===== src/rtl/uart_baud_gen.sv =====
// Fractional-N baud generator: a phase accumulator emits an oversampled RX tick,
// a re-alignable mid-bit RX sample strobe and a TX bit tick, all as clock enables.
`timescale 1ns/1ps

module uart_baud_gen #(
    parameter int unsigned CLK_HZ      = 50000000,
    parameter int unsigned BAUD        = 115200,
    parameter int unsigned OVERSAMPLE  = 16,
    parameter int unsigned ACC_W       = 24,
    parameter int unsigned DEFAULT_INC = 618475
) (
    input  logic             clk_50m,
    input  logic             rst_n,
    input  logic             en,
    input  logic             cfg_wr,
    input  logic [ACC_W-1:0] cfg_inc,
    input  logic             rx_restart,
    output logic             rx_tick,
    output logic             rx_sample,
    output logic             tx_tick,
    output logic [ACC_W-1:0] inc_cur
);

    localparam int unsigned      SUB_W    = $clog2(OVERSAMPLE);
    localparam logic [ACC_W-1:0] RST_INC  = ACC_W'(DEFAULT_INC);
    localparam logic [SUB_W-1:0] RX_MID   = SUB_W'(OVERSAMPLE / 2 - 1);
    localparam logic [SUB_W-1:0] SUB_LAST = SUB_W'(OVERSAMPLE - 1);
    localparam logic [SUB_W-1:0] SUB_ONE  = SUB_W'(1);

    // Nominal reset increment, rounded to nearest; a mismatch means the
    // parameter set was edited inconsistently.
    localparam longint unsigned NOM_INC =
        (longint'(BAUD) * longint'(OVERSAMPLE) * (longint'(1) << ACC_W)
         + longint'(CLK_HZ) / 2) / longint'(CLK_HZ);

    if (OVERSAMPLE < 4 || (OVERSAMPLE & (OVERSAMPLE - 1)) != 0) begin : g_bad_oversample
        $error("uart_baud_gen: OVERSAMPLE must be a power of two >= 4");
    end
    if (NOM_INC != longint'(DEFAULT_INC)) begin : g_bad_default_inc
        $error("uart_baud_gen: DEFAULT_INC does not match CLK_HZ/BAUD/OVERSAMPLE");
    end

    logic [ACC_W-1:0] acc;
    logic [ACC_W-1:0] inc_reg;
    logic [SUB_W-1:0] rx_sub;
    logic [SUB_W-1:0] tx_sub;

    logic [ACC_W:0]   sum;
    logic             carry;

    logic [ACC_W-1:0] acc_nxt;
    logic [ACC_W-1:0] inc_nxt;
    logic [SUB_W-1:0] rx_sub_nxt;
    logic [SUB_W-1:0] tx_sub_nxt;
    logic             rx_tick_nxt;
    logic             rx_sample_nxt;
    logic             tx_tick_nxt;

    always_comb begin
        sum   = {1'b0, acc} + {1'b0, inc_reg};
        carry = sum[ACC_W];
    end

    // Strobe semantics: every output strobe is a single-cycle, registered
    // enable with no back-pressure; consumers must act on the cycle it is high.
    // Precedence per cycle: cfg_wr, then rx_restart, then normal advance.
    always_comb begin
        inc_nxt       = inc_reg;
        acc_nxt       = acc;
        rx_sub_nxt    = rx_sub;
        tx_sub_nxt    = tx_sub;
        rx_tick_nxt   = 1'b0;
        rx_sample_nxt = 1'b0;
        tx_tick_nxt   = 1'b0;

        if (cfg_wr) begin
            inc_nxt    = cfg_inc;
            acc_nxt    = '0;
            rx_sub_nxt = '0;
            tx_sub_nxt = '0;
        end else begin
            if (en) begin
                acc_nxt     = sum[ACC_W-1:0];
                rx_tick_nxt = carry;
                if (carry) begin
                    tx_sub_nxt  = tx_sub + SUB_ONE;
                    tx_tick_nxt = (tx_sub == SUB_LAST);
                end
            end
            // Restart re-phases only the RX sample counter, even while disabled.
            if (rx_restart) begin
                rx_sub_nxt = '0;
            end else if (en && carry) begin
                rx_sub_nxt    = rx_sub + SUB_ONE;
                rx_sample_nxt = (rx_sub == RX_MID);
            end
        end
    end

    always_ff @(posedge clk_50m or negedge rst_n) begin
        if (!rst_n) begin
            acc       <= '0;
            inc_reg   <= RST_INC;
            rx_sub    <= '0;
            tx_sub    <= '0;
            rx_tick   <= 1'b0;
            rx_sample <= 1'b0;
            tx_tick   <= 1'b0;
        end else begin
            acc       <= acc_nxt;
            inc_reg   <= inc_nxt;
            rx_sub    <= rx_sub_nxt;
            tx_sub    <= tx_sub_nxt;
            rx_tick   <= rx_tick_nxt;
            rx_sample <= rx_sample_nxt;
            tx_tick   <= tx_tick_nxt;
        end
    end

    assign inc_cur = inc_reg;

endmodule


===== config.mk =====
export PLATFORM = sky130hd
export DESIGN_NAME = uart_baud_gen
export DESIGN_NICKNAME = d
export VERILOG_FILES = /design/src/rtl/uart_baud_gen.sv
export SDC_FILE = /design/constraint.sdc
export NUM_CORES = 1
export LEC_CHECK = 0
export CORE_MARGIN = 10
export CORE_UTILIZATION = 57
export CTS_BUF_LIST = sky130_fd_sc_hd__clkbuf_4 sky130_fd_sc_hd__clkbuf_8
export CTS_CLUSTER_SIZE = 14
export DETAILED_ROUTE_END_ITERATION = 10
export PLACE_DENSITY_LB_ADDON = 0.12
export SKIP_LAST_GASP = 1
export SYNTH_ARGS = -nofsm -noshare
export SYNTH_HDL_FRONTEND = slang
export SYNTH_SLANG_ARGS = --single-unit

===== constraint.sdc =====
create_clock -name clk_50m -period 3.25 [get_ports clk_50m]
set_input_delay 0.325 -clock clk_50m [delete_from_list [all_inputs] [get_ports clk_50m]]
set_output_delay 0.325 -clock clk_50m [all_outputs]
set_load 0.03 [all_outputs]

==> impl_metrics.json <==
{
  "busiest_layer": "met2",
  "syn_nets": 449,
  "antenna-diode-count": 0,
  "yosys.cell_types.count": 72,
  "ys_seq_elements": 59,
  "grtUsageMet3_pct": 4.759,
  "drt_iter0_drc": 138,
  "max_slew_margin_pct": 30.16,
  "p_comb_share_pct": 39.3,
  "regArea_um2": 1494,
  "dp_hpwl_um": 6778,
  "die_x_um": 102.5,
  "io_pins": 56,
  "peakVddDrop_mv": 0.3727,
  "row_count": 30,
  "grt_max_degree": 33,
  "synth_async_sr_flop_share_pct": 100.0,
  "final_cell_mix": "clkdlybuf4s50_1, dfrtp_1, nor2_1, nand2_1, ha_1",
  "drt-total-wl_um": 9344,
  "violations": "negative hold slack",
  "power.leakage_nw": 1.972,
  "drc_errors": 0,
  "intPower_mw": 1.851,
  "drv_slew": 0,
  "clk_latency_ns": 0.36,
  "synth_ff_type": "dfrtp_1",
  "path_max_fanout": 8,
  "vias_per_cell": 6.178,
  "swShare_pct": 36.28,
  "critPathLaunchType": "flop",
  "finalSetupViolations": 0,
  "cts_max_path_buffers": 2,
  "cts_setup_buffers": 0,
  "yosysWarnings": 0,
  "clockRootBuffer": "clkbuf_8",
  "post_drt_wl_per_cell_um": 17.73,
  "cp.arrival_ns": 3.01,
  "clkTransAtPathRegs_ns": 0.08,
  "setup.worst_path.class": "flop to flop",
  "status": "finished, violations left",
  "slowest_delay_ns": 0.54,
  "drive_gt1_share_pct": 18.57,
  "p_per_area_nw_per_um2": 617.9,
  "yosysTopAreaCell": "dfrtp_1",
  "numCtsBuffers": 9,
  "hold-worst-slack_ns": -0.004833,
  "via_count": 3256,
  "start_util_pct": 57.78,
  "nets": 498,
  "synth_top_area_share_pct": 29.00,
  "die_area_um2": 10510,
  "yosysSeqAreaShare_pct": 38.48,
  "syn_to_final_growth_pct": 21.11,
  "synth_area_um2": 3882,
  "power_switching_mw": 1.054,
  "clock-sinks": 59,
  "io_buffers": 55,
  "grt_pass1_wl_um": 15390,
  "required_ns": 3.50,
  "avgSynthCellArea_um2": 9.879,
  "synthesis.instances": 393,
  "ys_top_cells_by_area": "dfrtp_1, dfstp_2, ha_1",
  "fmax_ghz": 0.3618,
  "cts.htree.levels": 3,
  "dr.pass1.iters": 5,
  "finalCriticalPeriod_ns": 2.764,
  "final_cells": 527,
  "grt_use_met2_pct": 29.54,
  "path_cells": "ha_1 -> inv_1 -> fa_1 -> nand2b_1 -> a211o_1 -> a21oi_4 -> o21ai_2 -> a21oi_2 -> mux2_4",
  "skew_ns": 0.009670,
  "grt_pass1_vias": 3188,
  "cts_resized": 0,
  "synth_edf_count": 0,
  "die_h_um": 102.5,
  "period_share_pct": 85.05,
  "seqPwrFrac_pct": 31.7,
  "overflow": 0,
  "grt_use_total_pct": 18.25,
  "finalWorstSetupSlack_ns": 0.4857,
  "dp_slack_ns": 0.5204,
  "max_slew.worst_pin.slew_ns": 1.044,
  "antenna_left": 0,
  "mostFrequentLayoutCell": "clkdlybuf4s50_1",
  "finalSetupTns_ns": 0,
  "core_area_um2": 6719,
  "cts_tree": "yes",
  "fill_cells": 530,
  "multiInputGateArea_um2": 2268,
  "crit_family": "compound AO/OA/AOI/OAI gates",
  "cpMaxStageDelayCell": "dfstp_2",
  "max-cap-violations": 0,
  "endpoint_kind": "flop",
  "hold_class": "input pin to asynchronous set/reset pin",
  "rsz0062_at_grt": "false",
  "met1_usage_pct": 22.54,
  "dp.cells": 511,
  "critPathBufInv": 1,
  "hold_viol": 4,
  "pwr-share-clk_pct": 29.0,
  "gp_congestion": 0.8833,
  "antenna_found_initial": 0,
  "hold_buffers": 0
}
[flip-flops by register name (all words and copies together), names as in the netlist]
name       cells
inc_cur       24
tx_tick        1
rx_sample      1
rx_tick        1
acc           24
tx_sub         4
rx_sub         4
[path summary, 6_finish.rpt]
path	startpoint	endpoint	slack (ns)	cells past startpoint
setup / recovery	inc_cur[0]	tx_sub[3]	0.49	9
hold / removal	rst_n	inc_cur[17]	-0.005	1
setup reg to reg	inc_cur[0]	tx_sub[3]	0.49	9
hold reg to reg	rx_sub[3]	rx_sample	0.49	1
max in group asynchronous	rst_n	inc_cur[5]	2.38	2
min in group clk_50m	rx_sub[3]	rx_sample	0.49	1
[worst register-to-register path: stages (launching register included)]
cell and delay [ns]:
dfstp_2 0.54, ha_1 0.21, inv_1 0.07, fa_1 0.39, nand2b_1 0.20, a211o_1 0.31, a21oi_4 0.26, o21ai_2 0.19
a21oi_2 0.18, mux2_4 0.31
[cells in the mapped netlist, types with 8 or more instances]
library cell  number
nor3_1             8
dfstp_2           14
nand2_1           26
nand3_1           16
a21oi_1           25
nand4_1            9
o21ai_0           19
mux2_2            23
nor2_1            34
mux2i_1            8
dfrtp_1           45
ha_1              26
[per-layer routing]
metal  vias up  part of all wire (%)
li1       1575                     -
met1      1579                    44
met2        92                    46
met3        10                   7.9
met4         0                   1.2
met5         -                     0
[cells by family after synthesis]
logic type | Yosys count | share of synthesized area [%]
simple gates | 129 | 17.63
compound gates | 109 | 20.37
flops | 59 | 38.48
mux | 33 | 9.507
buf+inv | 27 | 3.094
fa+ha+maj | 27 | 8.895
xor+xnor | 9 | 2.030
[metrics by stage]
| stage | power (mW) | utilization, % | instance area (um2) | hold WS (ns) |
|---|---|---|---|---|
| after global routing | 3.078 | 69.98 | 4702 | 0.05058 |
| after CTS | 2.908 | 69.98 | 4702 | 0.02748 |
| after floorplan | 1.763 | - | 3882 | 0.02941 |
| after global placement | 2.034 | 66.26 | 4452 | 0.3911 |
| after detailed placement | 2.055 | 66.26 | 4452 | 0.4019 |
| final | 2.905 | 69.98 | 4702 | -0.004833 |
[power groups by stage]
| stage | Sequential, mW | Clock, mW | Combinational [mW] |
|---|---|---|---|
| final | 0.920 | 0.844 | 1.14 |
| after global routing | 0.935 | 0.884 | 1.26 |
| after CTS | 0.921 | 0.853 | 1.13 |
| after detailed placement | 0.933 | 0 | 1.12 |
| after global placement | 0.930 | 0 | 1.10 |
| after floorplan | 0.981 | 0 | 0.782 |
[cell type report]
class | instances | share of cell area (%)
clock buffers | 10 | 2.927
clock inverters | 6 | 2.395
inverters | 7 | 0.5588
multi-input cells | 307 | 48.24
flip-flops and latches | 59 | 31.77
well taps | 80 | 2.129
repair buffers | 58 | 11.97
No activity file was read; power rests on OpenSTA's default activity.
